## src/rtl/ysyx_23060201_arbiter.sv

```systemverilog
// rtl/ysyx_23060201_arbiter.sv - two-master (IFU/LSU) memory arbiter with timeout
module ysyx_23060201_arbiter #(
    parameter int MEM_ADDR_WIDTH = 32,
    parameter int DATA_WIDTH     = 32,
    parameter int TIMEOUT        = 255
) (
    input  logic                      clk,
    input  logic                      rst,
    input  logic                      ifu_req_valid,
    output logic                      ifu_req_ready,
    input  logic [MEM_ADDR_WIDTH-1:0] ifu_req_addr,
    output logic                      ifu_resp_valid,
    output logic [DATA_WIDTH-1:0]     ifu_resp_data,
    output logic                      ifu_resp_err,
    input  logic                      lsu_req_valid,
    output logic                      lsu_req_ready,
    input  logic [MEM_ADDR_WIDTH-1:0] lsu_req_addr,
    input  logic                      lsu_req_wen,
    input  logic [DATA_WIDTH-1:0]     lsu_req_wdata,
    input  logic [7:0]                lsu_req_wmask,
    output logic                      lsu_resp_valid,
    output logic [DATA_WIDTH-1:0]     lsu_resp_data,
    output logic                      lsu_resp_err,
    output logic                      mem_req_valid,
    input  logic                      mem_req_ready,
    output logic [MEM_ADDR_WIDTH-1:0] mem_req_addr,
    output logic                      mem_req_wen,
    output logic [DATA_WIDTH-1:0]     mem_req_wdata,
    output logic [7:0]                mem_req_wmask,
    input  logic                      mem_resp_valid,
    input  logic [DATA_WIDTH-1:0]     mem_resp_data,
    input  logic                      mem_resp_err
);

    typedef enum logic [1:0] {
        IDLE = 2'd0,
        REQ  = 2'd1,
        WAIT = 2'd2
    } state_t;

    // Counter value seen in the last REQ/WAIT cycle before the abort fires.
    localparam logic [15:0] TIMEOUT_LAST = 16'(TIMEOUT - 1);

    state_t      state;
    logic        last_grant;   // 1 = LSU was granted last
    logic        owner;        // 1 = LSU owns the outstanding transaction
    logic [15:0] cnt;

    logic        pick_lsu;
    logic        done;
    logic        timed_out;
    logic        resp_fire;
    logic [DATA_WIDTH-1:0] resp_data_n;
    logic        resp_err_n;

    // Arbitration and completion decode; a tie goes to the master not granted last.
    always_comb begin
        pick_lsu      = lsu_req_valid && (!ifu_req_valid || !last_grant);
        ifu_req_ready = !rst && (state == IDLE) && ifu_req_valid && !pick_lsu;
        lsu_req_ready = !rst && (state == IDLE) && pick_lsu;
        done          = ((state == REQ) && mem_req_ready && mem_resp_valid) ||
                        ((state == WAIT) && mem_resp_valid);
        timed_out     = (state != IDLE) && !done && (cnt == TIMEOUT_LAST);
        resp_fire     = done || timed_out;
        resp_data_n   = done ? mem_resp_data : '0;
        resp_err_n    = done ? mem_resp_err : 1'b1;
    end

    // Transaction FSM with registered memory request and one-cycle response pulses.
    always_ff @(posedge clk) begin
        if (rst) begin
            state          <= IDLE;
            last_grant     <= 1'b1;
            owner          <= 1'b0;
            cnt            <= '0;
            mem_req_valid  <= 1'b0;
            mem_req_addr   <= '0;
            mem_req_wen    <= 1'b0;
            mem_req_wdata  <= '0;
            mem_req_wmask  <= '0;
            ifu_resp_valid <= 1'b0;
            ifu_resp_data  <= '0;
            ifu_resp_err   <= 1'b0;
            lsu_resp_valid <= 1'b0;
            lsu_resp_data  <= '0;
            lsu_resp_err   <= 1'b0;
        end else begin
            ifu_resp_valid <= 1'b0;
            ifu_resp_data  <= '0;
            ifu_resp_err   <= 1'b0;
            lsu_resp_valid <= 1'b0;
            lsu_resp_data  <= '0;
            lsu_resp_err   <= 1'b0;
            case (state)
                IDLE: begin
                    if (ifu_req_ready || lsu_req_ready) begin
                        owner         <= pick_lsu;
                        last_grant    <= pick_lsu;
                        cnt           <= '0;
                        mem_req_valid <= 1'b1;
                        state         <= REQ;
                        if (pick_lsu) begin
                            mem_req_addr  <= lsu_req_addr;
                            mem_req_wen   <= lsu_req_wen;
                            mem_req_wdata <= lsu_req_wdata;
                            mem_req_wmask <= lsu_req_wmask;
                        end else begin
                            mem_req_addr  <= ifu_req_addr;
                            mem_req_wen   <= 1'b0;
                            mem_req_wdata <= '0;
                            mem_req_wmask <= 8'h0F;
                        end
                    end
                end
                REQ, WAIT: begin
                    cnt <= cnt + 16'd1;
                    if (resp_fire) begin
                        mem_req_valid <= 1'b0;
                        state         <= IDLE;
                        if (owner) begin
                            lsu_resp_valid <= 1'b1;
                            lsu_resp_data  <= resp_data_n;
                            lsu_resp_err   <= resp_err_n;
                        end else begin
                            ifu_resp_valid <= 1'b1;
                            ifu_resp_data  <= resp_data_n;
                            ifu_resp_err   <= resp_err_n;
                        end
                    end else if ((state == REQ) && mem_req_ready) begin
                        mem_req_valid <= 1'b0;
                        state         <= WAIT;
                    end
                end
                default: state <= IDLE;
            endcase
        end
    end

endmodule

```

## config.mk

```make
export PLATFORM = sky130hd
export DESIGN_NAME = ysyx_23060201_arbiter
export DESIGN_NICKNAME = d
export VERILOG_FILES = /design/src/rtl/ysyx_23060201_arbiter.sv
export SDC_FILE = /design/constraint.sdc
export NUM_CORES = 1
export LEC_CHECK = 0
export BUFFER_PORTS_ARGS = -buffer_cell sky130_fd_sc_hd__buf_4
export CAP_MARGIN = 0
export CORE_UTILIZATION = 35
export CTS_CLUSTER_SIZE = 28
export DETAILED_ROUTE_END_ITERATION = 6
export SLEW_MARGIN = 30
export SYNTH_ARGS = -nofsm -noshare
export SYNTH_HDL_FRONTEND = slang
export SYNTH_SLANG_ARGS = --single-unit
export TNS_END_PERCENT = 10
```

## constraint.sdc

```tcl
create_clock -name clk -period 4.16 [get_ports clk]
set_clock_uncertainty 0.1 [all_clocks]
set_input_delay 0.208 -clock clk [delete_from_list [all_inputs] [get_ports clk]]
set_output_delay 0.208 -clock clk [all_outputs]
set_load 0.005 [all_outputs]
```

==> results of run 1 <==
logic make-up (layout without fill, tap and decap cells):
| group | after synthesis | after routing |
|---|---|---|
| compound gates | 110 | 110 |
| fa+ha+maj | 7 | 7 |
| mux | 36 | 36 |
| buf+inv | 49 | 410 |
| flops | 162 | 162 |
| simple gates | 195 | 195 |
| xor+xnor | 5 | 5 |
timing repair:
action	in CTS	in global routing
endpoints found under the hold margin	107	0
resized for setup	0	0
hold buffers	74	0
sequential cells by signal (all words and copies together), names as in the netlist, 2 cells and up:
name           count
cnt               16
state              2
mem_req_wdata     32
lsu_resp_data     32
mem_req_addr      32
ifu_resp_data     32
mem_req_wmask      8
worst max-delay path by stage:
stage | start | end | slack (ns) | cells after the start
2_1_floorplan | state[0] | state[0] | 2.22 | 7
3_3_place_gp | state[0] | mem_req_wdata[24] | 1.46 | 8
3_5_place_dp | state[0] | mem_req_wdata[23] | 1.27 | 8
4_1_cts | state[0] | lsu_req_ready | 0.96 | 6
5_1_grt | state[1] | lsu_req_ready | 0.77 | 6
6_report | state[1] | lsu_req_ready | 0.98 | 6
cells in the mapped netlist (all sizes together):
cell type / n / area share, %
a21oi: 10 / 0.86
ha: 7 / 1.5
nand4: 5 / 0.54
inv: 12 / 0.78
dfxtp: 162 / 56
a221o: 1 / 0.17
o21bai: 1 / 0.32
buf: 15 / 1.6
a211o: 2 / 0.30
o221a: 4 / 0.78
and4b: 1 / 0.17
clkbuf: 22 / 1.4
nand4b: 1 / 0.15
a2111oi: 4 / 0.93
nor4: 3 / 0.32
nand2: 13 / 0.89
or3: 3 / 0.32
or3b: 1 / 0.15
and4: 2 / 0.30
mux2i: 36 / 6.2
a21o: 2 / 0.26
a21boi: 1 / 0.13
and2: 66 / 7.1
a211oi: 34 / 4.4
nor2: 82 / 5.3
o211ai: 1 / 0.13
nor2b: 1 / 0.11
or4: 4 / 0.52
o21a: 1 / 0.13
nand3: 6 / 0.52
a22oi: 38 / 4.9
nand2b: 2 / 0.22
nor3: 5 / 0.43
a22o: 1 / 0.15
o31ai: 5 / 0.65
o21ai: 5 / 0.43
xnor2: 5 / 0.76
report_power, final:
group	switching [mW]	total (mW)	internal, mW
clock	0.626	1.53	0.901
combinational	0.374	0.789	0.415
sequential	0.0734	1.74	1.67
cell type report:
class / count / area [µm²] / share of cell area, %
well taps: 216 / 270.3 / 2.867
repair buffers: 366 / 2933 / 31.11
clock buffers: 20 / 446.7 / 4.739
flip-flops and latches: 162 / 3243 / 34.40
multi-input cells: 353 / 2359 / 25.02
clock inverters: 12 / 130.1 / 1.380
inverters: 12 / 45.04 / 0.4778
per-layer routing:
layer	GRT usage (%)	vias up	share of wire (%)
li1	-	2669	-
met1	21.56	2466	39
met2	36.32	213	50
met3	7.899	27	9.3
met4	8.046	0	2.1
met5	0	-	0
through the flow:
| step | util (%) | power [mW] | instance area, µm² | cells |
|---|---|---|---|---|
| after floorplan | - | 2.136 | 5787 | 564 |
| after global placement | 50.64 | 2.476 | 8103 | 1035 |
| after detailed placement | 50.68 | 2.507 | 8109 | 1035 |
| after CTS | 58.91 | 4.098 | 9427 | 1141 |
| after global routing | 58.91 | 4.252 | 9427 | 1141 |
| final | 58.91 | 4.060 | 9427 | 1141 |
critical path: stages, from the launching register on:
cell and delay [ns]:
dfxtp_1 0.42, inv_1 0.11, ha_1 0.35, nor2b_1 0.26, nand2_2 0.19, clkinv_1 0.70, buf_4 0.42
==> impl_metrics.tcl, run 1 <==
set metrics [dict create \
    status "complete, no violations" \
    via_per_inst 4.711 \
    setup_viol 0 \
    rsz0062_at_grt "no" \
    drt_wl_total_um 17960 \
    avgSynthCellArea_um2 10.26 \
    r2r_setup_slack_ns 1.16 \
    die_y_um 130.6 \
    synth-xor-area-share_pct 0.7568 \
    cts_setup_buffers 0 \
    io_buffers 287 \
    worstMarginPinSlew_ns 0.8724 \
    regToRegEndpoint "mem_req_wdata[19]" \
    relSlewSlack_pct 41.48 \
    startpoint_type "register" \
    synth_top_family_by_area "simple AND/OR/NAND/NOR gates" \
    yosysSeqAreaShare_pct 56.04 \
    rows 46 \
    layout_setup_ws_ns 0.9752 \
    r2r_start "state[1]" \
    ios 288 \
    area_delta_synth_final_pct 62.90 \
    ant_nets 0 \
    synth_mux_area_share_pct 6.227 \
    drv_slew 0 \
    synth.distinct_cells 42 \
    die-area_um2 17050 \
    yosys.area_share.adder_pct 1.514 \
    ys_seq_elements 162 \
    period_share_pct 76.56 \
    dr_total_vias 5375 \
    required_ns 3.85 \
    diodes 0 \
    first_global_vias 5399 \
    h-tree-depth 4 \
    fp.dieW_um 130.6 \
    dp_hpwl_um 12640 \
    worst_ep_arrival_time_ns 2.88 \
    antenna_found_initial 0 \
    pre_cts_ws_ns 1.273 \
    worstSetupPathType "register to primary output" \
    finalHoldViolations 0 \
    reg2reg_depth 8 \
    hold_end "last_grant" \
    vdd_drop_max_mv 0.2934 \
    cts_made_buffers 17 \
    clock.fmax_mhz 314.0 \
    cts.sinks 162 \
    grt_pass1_wl_um 26410 \
    ys_warn_count 0 \
    min_path_cells 3 \
    p_leak_nw 4.187 \
    clock_path_buffers 2 \
    syn-cell-area_um2 5787 \
    syn_inst 564 \
    critPathMaxFanout 30 \
    cts_tree "yes" \
    most-common-layout-cells "buf_4 (292), dfxtp_1 (162), nor2_1 (82)" \
    syn_nets 715 \
    fin_crit_ns 3.185 \
    powerDensity_nw_per_um2 430.7 \
    nFillCells 1372 \
    clk_latency_ns 0.42 \
    drt_iter0_drc 197 \
    crit_path_end_kind "primary output" \
    remaining_drc_errors 0 \
    layout_commonest_cell "buf_4" \
    start_util_pct 36.17 \
    hold_start "lsu_req_valid" \
    drive_above_1_share_pct 36.22 \
    clk_pin_slew_worst_paths_ns 0.06 \
    root_buffer "clkbuf_16" \
    maxCapViolCount 0 \
    dr.pass1.iters 7 \
    grt-ovfl-total 0 \
    holdWs_ns 0.03093 \
    grt_max_degree 81 \
    gp_congestion 0.7567 \
    synth-simple-area-share_pct 17.10 \
    core_um2 16000 \
    finalSetupTns_ns 0 \
    synth_compound_area_share_pct 14.59 \
    routedWlPerCell_um 15.74 \
    num-nets-final 1063 \
    hold_class "primary input to register" \
    grt_use_total_pct 20.38 \
]
Note: power is estimated with default switching activity, not from simulation.
==> run 2, diff against run 1 <==
--- a/config.mk
+++ b/config.mk
@@ -5,11 +5,13 @@
 export SDC_FILE = /design/constraint.sdc
 export NUM_CORES = 1
 export LEC_CHECK = 0
+export ABC_AREA = 1
 export BUFFER_PORTS_ARGS = -buffer_cell sky130_fd_sc_hd__buf_4
 export CAP_MARGIN = 0
 export CORE_UTILIZATION = 35
 export CTS_CLUSTER_SIZE = 28
 export DETAILED_ROUTE_END_ITERATION = 6
+export PLACE_DENSITY = 0.65
 export SLEW_MARGIN = 30
 export SYNTH_ARGS = -nofsm -noshare
 export SYNTH_HDL_FRONTEND = slang
==> constraint.sdc (replaced) <==
create_clock -name clk -period 2.9 [get_ports clk]
set_clock_uncertainty 0.1 [all_clocks]
set_input_delay 0.145 -clock clk [delete_from_list [all_inputs] [get_ports clk]]
set_output_delay 0.145 -clock clk [all_outputs]
set_load 0.005 [all_outputs]
==> impl_metrics.tcl, run 2 <==
set metrics [dict create \
    yosys.area_share.adder_pct 1.402 \
    worstMarginPinSlew_ns 0.6760 \
    synth_top_area_share_pct 51.90 \
    powerDensity_nw_per_um2 571.4 \
    drt_wl_total_um 19920 \
    die-area_um2 18390 \
    io_buffers 287 \
    rows 48 \
    slowest_stage "dlygate4sd3_1" \
    layout_commonest_cell "buf_4" \
    period_share_pct 90.55 \
    syn_inst 734 \
    cts_tree "yes" \
    ios 288 \
    grt_pass1_wl_um 30740 \
    ys_seq_elements 162 \
    antenna_found_initial 0 \
    status "complete, no violations" \
    synth_compound_area_share_pct 11.27 \
    critPathMaxFanout 68 \
    remaining_drc_errors 0 \
    worstSetupPathType "register to register" \
    post_cts_resize_count 0 \
    hold_class "primary input to register" \
    die_y_um 135.6 \
    required_ns 3.10 \
    crit_path_end_kind "register" \
    cts_made_buffers 17 \
    num-nets-final 1292 \
    path_cells "inv_1 -> ha_1 -> nand2_2 -> nor2_2 -> nor2_4 -> inv_2 -> buf_12 -> o21ai_0 -> a31oi_1 -> dlygate4sd3_1" \
    drt_iter0_drc 252 \
    root_buffer "clkbuf_16" \
    clk_latency_ns 0.41 \
    synth_commonest_cells "nand2_1 (193), dfxtp_1 (162), inv_1 (69)" \
    cp_num_buf_inv 4 \
    dr.pass1.iters 5 \
    cts.sinks 162 \
    postSynth.asyncResetShare_pct 0 \
    cts_setup_buffers 0 \
    most-common-layout-cells "buf_4 (293), nand2_1 (193), dfxtp_1 (162)" \
    clk_pin_slew_worst_paths_ns 0.07 \
    critPathMaxStageDelay_ns 0.59 \
    h-tree-depth 4 \
    nFillCells 1460 \
    utilization_pct 60.43 \
    yosysSeqAreaShare_pct 51.90 \
    via_per_inst 4.577 \
    synth.most_common_cell "nand2_1" \
    clock.fmax_mhz 380.8 \
    drv_slew 0 \
    p_total_mw 5.993 \
    maxCapViolCount 0 \
    routedWlPerCell_um 14.45 \
    synth.distinct_cells 31 \
    dr_total_vias 6311 \
    grt-ovfl-total 0 \
    start_util_pct 36.00 \
    finalSetupTns_ns 0 \
    area_delta_synth_final_pct 67.86 \
    yosys.area.top_type "dfxtp_1" \
    first_global_vias 6240 \
    dp_hpwl_um 12610 \
    finalHoldViolations 0 \
    ys_warn_count 0 \
    grt_use_total_pct 21.27 \
    diodes 0 \
    synth-xor-area-share_pct 0.1402 \
    clock_path_buffers 2 \
    setup_viol 0 \
    holdWs_ns 0.02223 \
    worst_ep_arrival_time_ns 2.82 \
    cpLargestDelayFamily "buffers and inverters" \
    synth_top_family_by_area "simple AND/OR/NAND/NOR gates" \
    startpoint_type "register" \
    relSlewSlack_pct 54.88 \
    synth-simple-area-share_pct 26.71 \
    p_leak_nw 4.739 \
    avgSynthCellArea_um2 8.513 \
    drive_above_1_share_pct 35.27 \
    holdBufCountCts 138 \
    synth_edf_count 0 \
    syn-cell-area_um2 6248 \
    grt_max_degree 69 \
    fin_crit_ns 2.626 \
    vdd_drop_max_mv 0.3918 \
    ant_nets 0 \
    synth-main-ff-cell "dfxtp_1" \
    fp.dieW_um 135.6 \
    rsz0062_at_grt "no" \
    synth_area_leaders "dfxtp_1 (52%), nand2_1 (12%), nor3_2 (9.0%)" \
    gp_congestion 0.7903 \
    core_um2 17360 \
    syn_nets 885 \
    synth_mux_area_share_pct 0 \
]
[run 2: layer usage]
layer / vias to the layer above / global-route usage (%) / wire (µm)
met5: - / 0 / 0
met4: 0 / 8.614 / 500
met3: 30 / 5.537 / 1582
met2: 271 / 36.54 / 9515
met1: 2826 / 25.01 / 8324
li1: 3184 / - / -
[run 2: where the power goes]
part | leakage [nW] | switching (mW) | internal [mW] | total, mW
sequential | 1.32 | 0.0919 | 2.37 | 2.46
clock | 0.286 | 0.955 | 1.27 | 2.22
combinational | 3.14 | 0.653 | 0.653 | 1.31
[run 2: per-stage QoR]
| stage | setup slack, ns | instances | cell area (µm²) |
|---|---|---|---|
| floorplan | 1.134 | 734 | 6248 |
| global placement | 0.7793 | 1209 | 8522 |
| detailed placement | 0.7114 | 1209 | 8522 |
| CTS | 0.4033 | 1379 | 10490 |
| global route | 0.1103 | 1379 | 10490 |
| finish | 0.2740 | 1379 | 10490 |
[run 2: logic make-up after synthesis]
group,count (synthesis)
compound gates,123
xor+xnor,1
fa+ha+maj,7
buf+inv,118
flops,162
simple gates,323
[run 2: worst paths after layout]
| check | endpoint | slack, ns | startpoint | cells after the start |
|---|---|---|---|---|
| worst max-delay path | mem_req_addr[10] | 0.27 | state[0] | 10 |
| worst min register to register | mem_req_wmask[5] | 0.36 | mem_req_wmask[5] | 2 |
| worst max register to register | mem_req_addr[10] | 0.27 | state[0] | 10 |
| worst min-delay path | last_grant | 0.02 | rst | 3 |
[run 2: worst reg2reg max path: stages, from the launching register on]
cell           delay [ns]
dfxtp_1              0.37
inv_1                0.10
ha_1                 0.29
nand2_2              0.13
nor2_2               0.07
nor2_4               0.24
inv_2                0.08
buf_12               0.19
o21ai_0              0.28
a31oi_1              0.07
dlygate4sd3_1        0.59
[run 2: layout make-up]
| class | count | area (µm²) | share of cell area (%) |
|---|---|---|---|
| tap | 225 | 281.5 | 2.684 |
| multi-input combinational | 454 | 2481 | 23.66 |
| timing repair buffer | 433 | 3621 | 34.52 |
| clock inverter | 12 | 118.9 | 1.133 |
| sequential | 162 | 3243 | 30.92 |
| inverter | 73 | 276.5 | 2.636 |
| clock buffer | 20 | 466.7 | 4.449 |
==> run 3, diff against run 2 <==
--- a/config.mk
+++ b/config.mk
@@ -11,7 +11,7 @@
 export CORE_UTILIZATION = 35
 export CTS_CLUSTER_SIZE = 28
 export DETAILED_ROUTE_END_ITERATION = 6
-export PLACE_DENSITY = 0.65
+export MAX_ROUTING_LAYER = met4
 export SLEW_MARGIN = 30
 export SYNTH_ARGS = -nofsm -noshare
 export SYNTH_HDL_FRONTEND = slang
==> constraint.sdc (replaced) <==
create_clock -name clk -period 3.3 [get_ports clk]
set_clock_uncertainty 0.1 [all_clocks]
set_input_delay 0.165 -clock clk [delete_from_list [all_inputs] [get_ports clk]]
set_output_delay 0.165 -clock clk [all_outputs]
set_load 0.005 [all_outputs]
==> impl_metrics.tcl, run 3 (same netlist as run 2, synthesis figures left out) <==
set metrics [dict create \
    slowest_stage "dlygate4sd3_1" \
    rows 48 \
    nFillCells 1531 \
    first_global_vias 6037 \
    root_buffer "clkbuf_16" \
    cp_num_buf_inv 4 \
    dpl_cell_area_um2 8497 \
    finalSetupTns_ns 0 \
    p_total_mw 5.258 \
    path_cells "inv_1 -> ha_1 -> nand2_2 -> nor2_2 -> nor2_4 -> inv_2 -> buf_4 -> o21ai_0 -> a31oi_1 -> dlygate4sd3_1" \
    fp.dieW_um 135.6 \
    layout_setup_ws_ns 0.4518 \
    critPathMaxStageDelay_ns 0.59 \
    grt_pass1_wl_um 29140 \
    drt_wl_total_um 19300 \
    min_path_cells 3 \
    utilization_pct 60.32 \
    diodes 0 \
    period_share_pct 86.31 \
    via_per_inst 4.594 \
    finalHoldViolations 0 \
    reg2reg_depth 10 \
    remaining_drc_errors 0 \
    required_ns 3.55 \
    status "complete, no violations" \
    dr.pass1.iters 4 \
    grt_max_degree 69 \
    critPathMaxFanout 68 \
    dr_total_vias 6330 \
    hold_class "primary input to register" \
    setup_viol 0 \
    grt-ovfl-total 0 \
    rsz0062_at_grt "no" \
    most-common-layout-cells "buf_4 (295), nand2_1 (193), dfxtp_1 (162)" \
    vdd_drop_max_mv 0.4948 \
    ant_nets 0 \
    io_buffers 287 \
    drv_slew 0 \
    clock_path_buffers 2 \
    fin_area_um2 10470 \
    cts_setup_buffers 0 \
    cts.sinks 162 \
    relSlewSlack_pct 52.17 \
    start_util_pct 36.00 \
    drt_iter0_drc 219 \
    antenna_found_initial 0 \
    area_delta_synth_final_pct 67.56 \
    gp_congestion 0.7737 \
    pre_cts_ws_ns 0.8708 \
    die_y_um 135.6 \
    worst_ep_arrival_time_ns 3.10 \
    cp.depth 10 \
    clock.fmax_mhz 351.1 \
    clk_pin_slew_worst_paths_ns 0.07 \
    ios 288 \
    powerDensity_nw_per_um2 502.2 \
    dp_hpwl_um 12740 \
    drive_above_1_share_pct 35.21 \
    cts_made_buffers 17 \
    cts_tree "yes" \
    core_um2 17360 \
    h-tree-depth 4 \
    crit_path_end_kind "register" \
    maxCapViolCount 0 \
    fin_crit_ns 2.848 \
    p_leak_nw 4.732 \
    cpLargestDelayFamily "buffers and inverters" \
    die-area_um2 18390 \
    layout_commonest_cell "buf_4" \
    worstSetupPathType "register to register" \
    num-nets-final 1292 \
    grt_use_total_pct 20.82 \
    startpoint_type "register" \
    worstMarginPinSlew_ns 0.7175 \
    routedWlPerCell_um 14.00 \
    clk_latency_ns 0.41 \
]
-- run 3: cell count changes in the layout (fill, tap and decap cells not counted), sizes merged --
cell / change
clkinv: +3
clkbuf: -2
inv: -2
bufinv: +1
clkinvlp: -1
-- run 3: area by class of cell --
type / instances / area, µm² / share of cell area, %
repair buffers: 433 / 3596 / 34.35
flip-flops and latches: 162 / 3243 / 30.98
multi-input cells: 454 / 2481 / 23.70
clock buffers: 18 / 439.2 / 4.195
well taps: 225 / 281.5 / 2.689
inverters: 73 / 276.5 / 2.641
clock inverters: 13 / 152.6 / 1.458
-- run 3: per-layer routing --
layer	vias up	wire [µm]	track usage [%]
met1	2876	8197	24.26
li1	3188	-	-
met4	0	474	8.052
met2	236	9312	34.95
met3	30	1313	4.302
met5	-	0	-
-- run 3: power breakdown --
group | switching, mW | leakage, nW | internal, mW | total [mW]
combinational | 0.566 | 3.13 | 0.558 | 1.12
sequential | 0.0761 | 1.32 | 2.08 | 2.16
clock | 0.828 | 0.290 | 1.15 | 1.97
-- run 3: stage by stage --
stage                     hold slack [ns]  instances
after global routing              0.05765       1378
after CTS                         0.04228       1378
after global placement             0.3309       1209
after detailed placement           0.3345       1209
after floorplan                    0.2089        734
final                             0.05016       1378
-- run 3: what timing repair did --
action,CTS,global route
hold endpoints to repair,139,0
resized for setup,0,0
hold buffers,138,0
endpoints found under the setup margin,0,0
-- run 3: path summary, 6_finish.rpt --
check / startpoint / endpoint / slack, ns
max reg2reg: state[0] / mem_req_addr[15] / 0.45
min reg2reg: mem_req_wdata[20] / mem_req_wdata[20] / 0.36
max: state[0] / mem_req_addr[15] / 0.45
min: rst / last_grant / 0.05
-- run 3: worst min-delay path, delay by kind of cell --
family | cells | cell delay (ns)
AND/OR/NAND/NOR | 1 | 0.12
buffers and inverters | 2 | 0.23
